**src/rtl/i2c_tx_sequencer.sv**
```systemverilog
// I2C target transmit sequencer: shifts bytes onto SDA (open-drain) MSB first in
// response to a read addressed by an upstream stage, and samples the controller's ACK/NACK.
module i2c_tx_sequencer #(
  parameter int         SYNC_STAGES   = 2,
  parameter logic [7:0] UNDERRUN_FILL = 8'hFF
) (
  input  logic       clk,
  input  logic       reset,
  input  logic       scl_in,
  input  logic       sda_in,
  output logic       sda_oe,
  input  logic       start_read,
  input  logic       bus_abort,
  input  logic [7:0] tx_data,
  input  logic       tx_valid,
  output logic       tx_ready,
  output logic       underrun,
  output logic       nack_seen,
  output logic       busy,
  output logic [2:0] state_dbg
);

  // Handshake: a byte load happens in the cycle the FSM decides to load; tx_ready is
  // asserted in that same cycle when tx_valid is high (tx_data is captured at the
  // closing clk edge), otherwise underrun is asserted and UNDERRUN_FILL is captured.
  typedef enum logic [2:0] {
    IDLE       = 3'd0,
    WAIT_FALL  = 3'd1,
    SHIFT      = 3'd2,
    ACK_REL    = 3'd3,
    ACK_SAMPLE = 3'd4
  } state_t;

  state_t                 state, state_n;
  logic [SYNC_STAGES-1:0] scl_sync, sda_sync;
  logic                   scl_prev;
  logic [7:0]             shift, shift_n;
  logic [2:0]             cnt, cnt_n;
  logic                   sda_oe_n;
  logic                   ack_bit, ack_bit_n;
  logic                   scl_s, sda_s, scl_fall, scl_rise;
  logic                   load, nack_p;

  assign scl_s    = scl_sync[SYNC_STAGES-1];
  assign sda_s    = sda_sync[SYNC_STAGES-1];
  assign scl_fall = scl_prev & ~scl_s;
  assign scl_rise = ~scl_prev & scl_s;

  always_ff @(posedge clk) begin
    if (!reset) begin
      scl_sync <= '1;
      sda_sync <= '1;
      scl_prev <= 1'b1;
      state    <= IDLE;
      shift    <= 8'h00;
      cnt      <= 3'd0;
      sda_oe   <= 1'b0;
      ack_bit  <= 1'b0;
    end else begin
      scl_sync[0] <= scl_in;
      sda_sync[0] <= sda_in;
      for (int i = 1; i < SYNC_STAGES; i++) begin
        scl_sync[i] <= scl_sync[i-1];
        sda_sync[i] <= sda_sync[i-1];
      end
      scl_prev <= scl_s;
      state    <= state_n;
      shift    <= shift_n;
      cnt      <= cnt_n;
      sda_oe   <= sda_oe_n;
      ack_bit  <= ack_bit_n;
    end
  end

  always_comb begin
    state_n   = state;
    shift_n   = shift;
    cnt_n     = cnt;
    sda_oe_n  = sda_oe;
    ack_bit_n = ack_bit;
    load      = 1'b0;
    nack_p    = 1'b0;
    if (bus_abort) begin
      state_n  = IDLE;
      sda_oe_n = 1'b0;
    end else begin
      case (state)
        IDLE: begin
          sda_oe_n = 1'b0;
          if (start_read) begin
            load    = 1'b1;
            state_n = WAIT_FALL;
          end
        end
        WAIT_FALL: begin
          if (scl_fall) begin
            sda_oe_n = ~shift[7];
            cnt_n    = 3'd7;
            state_n  = SHIFT;
          end
        end
        SHIFT: begin
          // Only SCL falls move data, so SDA never changes while SCL is high.
          if (scl_fall) begin
            if (cnt != 3'd0) begin
              shift_n  = {shift[6:0], 1'b0};
              cnt_n    = cnt - 3'd1;
              sda_oe_n = ~shift[6];
            end else begin
              sda_oe_n = 1'b0;
              state_n  = ACK_REL;
            end
          end
        end
        ACK_REL: begin
          if (scl_rise) begin
            ack_bit_n = sda_s;
            state_n   = ACK_SAMPLE;
          end
        end
        ACK_SAMPLE: begin
          if (!ack_bit) begin
            load    = 1'b1;
            state_n = WAIT_FALL;
          end else begin
            nack_p   = 1'b1;
            sda_oe_n = 1'b0;
            state_n  = IDLE;
          end
        end
        default: begin
          sda_oe_n = 1'b0;
          state_n  = IDLE;
        end
      endcase
    end
    if (load) begin
      shift_n = tx_valid ? tx_data : UNDERRUN_FILL;
    end
  end

  // Pulses are qualified by reset so nothing fires while reset is held.
  assign tx_ready  = reset & load & tx_valid;
  assign underrun  = reset & load & ~tx_valid;
  assign nack_seen = reset & nack_p;
  assign busy      = (state != IDLE);
  assign state_dbg = state;

endmodule
```
**config.mk**
```make
export PLATFORM = sky130hd
export DESIGN_NAME = i2c_tx_sequencer
export DESIGN_NICKNAME = d
export VERILOG_FILES = /design/src/rtl/i2c_tx_sequencer.sv
export SDC_FILE = /design/constraint.sdc
export NUM_CORES = 1
export LEC_CHECK = 0
export CAP_MARGIN = 20
export CORE_MARGIN = 8
export CORE_UTILIZATION = 45
export CTS_CLUSTER_SIZE = 16
export DETAILED_ROUTE_END_ITERATION = 10
export PLACE_DENSITY = 0.75
export RECOVER_POWER = 100
export SETUP_SLACK_MARGIN = 0.4
export SKIP_CTS_REPAIR_TIMING = 1
export SLEW_MARGIN = 30
export SYNTH_ARGS = -nofsm -noshare
export SYNTH_HDL_FRONTEND = slang
export SYNTH_SLANG_ARGS = --single-unit
```
**constraint.sdc**
```tcl
create_clock -name clk -period 1.6 [get_ports clk]
set_input_delay 0.32 -clock clk [delete_from_list [all_inputs] [get_ports clk]]
set_output_delay 0.32 -clock clk [all_outputs]
set_load 0.005 [all_outputs]
```
## Yosys cells after proc, flatten, opt, wreduce, memory -nomap -nowiden

Index checks and enable logic that the tools add are counted.

- Add/subtract/negate cells: 1
- Eq/ne operators: 12
- Multiplexer cells: 29
- Bitwise logic cells: 14
- Reductions and logical operators: 13

Operators with widths:

| kind | count |
|---|---|
| $mux 8 | 6 |
| $mux 3 | 8 |
| $pmux 3 s5 | 1 |
| $ne 2x2->1 const B | 7 |
| $mux 1 | 11 |
| $reduce_and 5->1 | 2 |
| $not 1->1 | 8 |
| $reduce_and 4->1 | 2 |
| $reduce_bool 2->1 | 4 |
| $and 1x1->1 | 6 |
| $eq 3x2->1 const B | 2 |
| $pmux 3 s2 | 1 |
| $reduce_bool 3->1 | 2 |
| $pmux 1 s4 | 1 |
| $eq 3x1->1 const B | 1 |
| $eq 3x3->1 const B | 1 |
| $logic_not 3->1 | 1 |
| $reduce_and 3->1 | 1 |
| $sub 3x1->3 const B | 1 |
| $ne 2x1->1 const B | 1 |
| $pmux 1 s2 | 1 |
| $reduce_or 2->1 | 1 |

- Flip-flop bits (word level): 21
- Input bits: 15
- Output and inout port bits: 8
- Word-level logic and storage cells: 77

## Depth between registers and ports, before layout

Gate-level depths: netlist (run 1).

- Word-level depth: 6
- Gate-level depth with buffers: 6
- Mapped depth without buffers: 6

## Worst setup path after synthesis (run 1)

No wires, ideal clock.

- Kind: register to output
- From: reg state[2], in the netlist state_dbg[2]
- To: out tx_ready
- Arrival time: 1.390 ns
- Data required time: 1.280 ns
- Path slack: -0.110 ns
- Stages on the path, launching flop included: 6
- Buffers on the path: 2
- Cells stage by stage: dfxtp_1 > buf_6 > nand2b_1 > a2111oi_2 > buf_2 > and3_1

- Longest elaborated chain between the ends: 5
- Elaborated cells on any way between the ends: 6
- Those cells by class: eq/ne: 1; mux: 2; bitwise: 2; reduce/logical: 1

Ends and longest elaborated chain:

| item | line | text |
|---|---|---|
| start, declared | 34 | `state_t state, state_n;` |
| start signal, assigned | 67 | `state <= state_n;` |
| $eq 3x3->1 or $logic_not 3->1 (tied branches) | 87 | `case (state)` |
| $pmux 1 s2 (*) | 87 |  |
| $mux 1 (*) | 83 | `if (bus_abort) begin` |
| $and 1x1->1 (*) (2 in series) | 143 | `assign tx_ready = reset & load & tx_valid;` |
| end, declared | 16 | `output logic tx_ready,` |

Mark *: on every way between the ends. The rest lies on a longest branch, timed or not.

## Final worst setup path (run 1)

- From: reg state[2], in the netlist state_dbg[2]
- To: out underrun

- Longest elaborated chain between the ends: 5
- Elaborated cells on any way between the ends: 6
- Those cells by class: eq/ne: 1; mux: 2; bitwise: 2; reduce/logical: 1

Ends and longest elaborated chain:

| item | line | text |
|---|---|---|
| $eq 3x3->1 or $logic_not 3->1 (tied branches) | 87 |  |
| $pmux 1 s2 (*) | 87 |  |
| $mux 1 (*) | 83 |  |
| $and 1x1->1 (*) (2 in series) | 144 | `assign underrun = reset & load & ~tx_valid;` |
| end, declared | 17 | `output logic underrun,` |

Marks and branches as above.

==> qor.yml, run 1 <==
grt_max_degree: 19
p_leak_uw: 0.000735
ys_ff_latch: 21
skew_ns: 0.00693
tightestPinTransition_ns: 0.749
rr_worst_depth: 6
r2r-start: "state_dbg[2]"
n_antenna_cell: 0
powerDensity_nw_per_um2: 589
max_stage_delay_ns: 0.34
die_height_um: 65.4
port_buffers: 22
cts_htree_levels: 1
drive_gt1_frac: 0.438
async_flop_share: 0
hp-class: "flip-flop to flip-flop"
syn_to_final_growth_pct: 53.2
endpoint_kind: "primary output"
grt_pass1_wl_mm: 4.44
clock.fmax_mhz: 499
antenna_found_initial: 0
dpl_cell_area_um2: 1520
clkLatencyLatePin_ns: 0.31
gr-total-overflow: 0
gp_congestion: 0.796
core.rowCount: 18
rrSetupSlack_ns: -0.14
crit_cells: 5
fin_crit_ns: 2.00
min_period_over_period: 1.25
post_drt_wl_per_cell_um: 15.5
yosysTopAreaCellShare: 0.383
dr_total_vias: 1057
drtIter0Drc: 50
syn_area_per_cell_um2: 9.63
final_area_um2: 1680
rsz0062_at_grt: "yes"
syn_nets: 131
path_cells: "or2b_1, buf_4, a211o_1, nor3b_2, buf_2"
relSlewSlack: 0.501
max_cap_violations: 0
chipWidth_um: 65.4
start_kind: "flip-flop"
crit_family: "simple AND/OR/NAND/NOR gates"
fin_util: 0.704
hold_viol_final: 0
timing.rr.end: "shift[2]"
violations: "setup timing"
design.core.area_um2: 2390
cts_buffers: 3
crit_fanout: 2
grt.total_usage: 0.127
yosysTopAreaCell: "dfxtp_1"
seq_area_frac_synth: 0.383
start_util: 0.460
crit_path_end: "underrun"
critical_path_buf_inv_count: 2
peakVddDrop_v: 0.000441
ys_types: 37
syn_area_um2: 1100
via_per_inst: 5.51
cp.required_ns: 1.28
finalWorstSetupSlack_ns: -0.404
ant_nets: 0
cts_tree: "done"
crit_path_top_delay_cell: "dfxtp_2"
grt_pass1_vias: 1026
dp_hpwl_mm: 1.97
path_clk_slew_ns: 0.13
fillCellCount: 188
cts_sinks: 21
synth.most_common_cell: "dfxtp_1"
wl_mm: 2.97
synth.area.top_cells: "dfxtp_1, mux2_2, o221a_1"
layout.nets: 180
synthesis.instances: 114
status: "finished with violations"
setup_viol: 13
crit_path_start: "state_dbg[2]"
firstDrtPassIters: 4
clockBufferDepth: 2
drc: 0
crit_type: "flip-flop to primary output"
die_area_um2: 4270
pin_count: 23
cp.arrival_ns: 1.68
netlist_top_cells_count: "dfxtp_1, nand2b_1, nand2_1"
yosysWarnings: 0
drv_slew: 0
synth_edf_count: 0
synth_ff_type: "dfxtp_1"
cts-root-buf: "clkbuf_4"
[state kept, by name, summed over array words and instances, names as in the netlist]
name       flops
sda_oe         1
sda_sync       2
cnt            3
ack_bit        1
shift          8
state_dbg      3
scl_prev       1
scl_sync       2
[logic make-up after synthesis]
family / count (synthesis) / share of synthesized area
compound gates: 27 / 0.206
fa+ha+maj: 3 / 0.0319
buf+inv: 11 / 0.0456
flops: 21 / 0.383
mux: 8 / 0.0810
simple gates: 44 / 0.252
[per-stage QoR]
step	hold WS, ns	cells	setup TNS [ns]	power (uW)	setup slack [ns]
2_1_floorplan	0.386	114	-0.0707	649	-0.0707
3_3_place_gp	0.390	180	-6.52	723	-0.727
3_5_place_dp	0.401	180	-6.81	728	-0.711
4_1_cts	0.430	184	-4.63	986	-0.773
5_1_grt	0.451	192	-2.89	1040	-0.445
6_report	0.427	192	-1.88	991	-0.404
[final cells by class]
type,count,area [um^2],area share
timing repair buffer,50,448,0.266
clock buffer,3,22.5,0.0134
tap,30,37.5,0.0223
inverter,5,18.8,0.0112
clock inverter,1,5.00,0.00298
sequential,21,433,0.257
multi-input combinational,82,717,0.426
[power by group]
part	total (uW)	internal (uW)	leakage, uW	switching, uW
Combinational	169	102	0.000542	67.3
Clock	263	93.3	0.0000177	170
Sequential	558	544	0.000175	14.4
[per-layer routing]
metal | vias to the layer above | GRT usage | wire length, um
li1 | 520 | - | -
met1 | 503 | 0.145 | 1200
met2 | 28 | 0.216 | 1570
met3 | 6 | 0.0357 | 127
met4 | 0 | 0.0545 | 75
met5 | - | 0 | 0
[worst min path at each step]
stage	slack [ns]	from	to	cells past startpoint
6_report	0.43	scl_sync[0]	scl_sync[1]	1
5_1_grt	0.45	scl_sync[0]	scl_sync[1]	1
4_1_cts	0.43	scl_sync[0]	scl_sync[1]	1
3_5_place_dp	0.40	scl_sync[0]	scl_sync[1]	1
3_3_place_gp	0.39	scl_sync[0]	scl_sync[1]	1
2_1_floorplan	0.39	scl_sync[0]	scl_sync[1]	1
[layout by cell type, fill, tap and decap left out, types with 2 or more instances in the layout]
cell,instances
dlymetal6s2s_1,3
a211o_1,3
o221a_1,7
nor2b_1,2
buf_4,17
dfxtp_4,2
nand2b_4,3
dfxtp_2,4
buf_6,9
clkbuf_4,4
nand2b_1,7
clkdlybuf4s50_1,12
inv_1,4
a21oi_1,5
nor3_1,2
nor2_1,2
nand3_2,2
o21ai_0,2
clkbuf_2,3
dfxtp_1,15
buf_2,2
mux2_2,7
nand2_1,8
(Power assumes the default switching activity.)
==> run 2, diff against run 1 <==
--- a/config.mk
+++ b/config.mk
@@ -8,8 +8,8 @@
 export CAP_MARGIN = 20
 export CORE_MARGIN = 8
 export CORE_UTILIZATION = 45
-export CTS_CLUSTER_SIZE = 16
 export DETAILED_ROUTE_END_ITERATION = 10
+export GPL_ROUTABILITY_DRIVEN = 0
 export PLACE_DENSITY = 0.75
 export RECOVER_POWER = 100
 export SETUP_SLACK_MARGIN = 0.4
==> results of run 2 <==
Same layout as run 1: the final DEF is identical, and so are final timing and power.
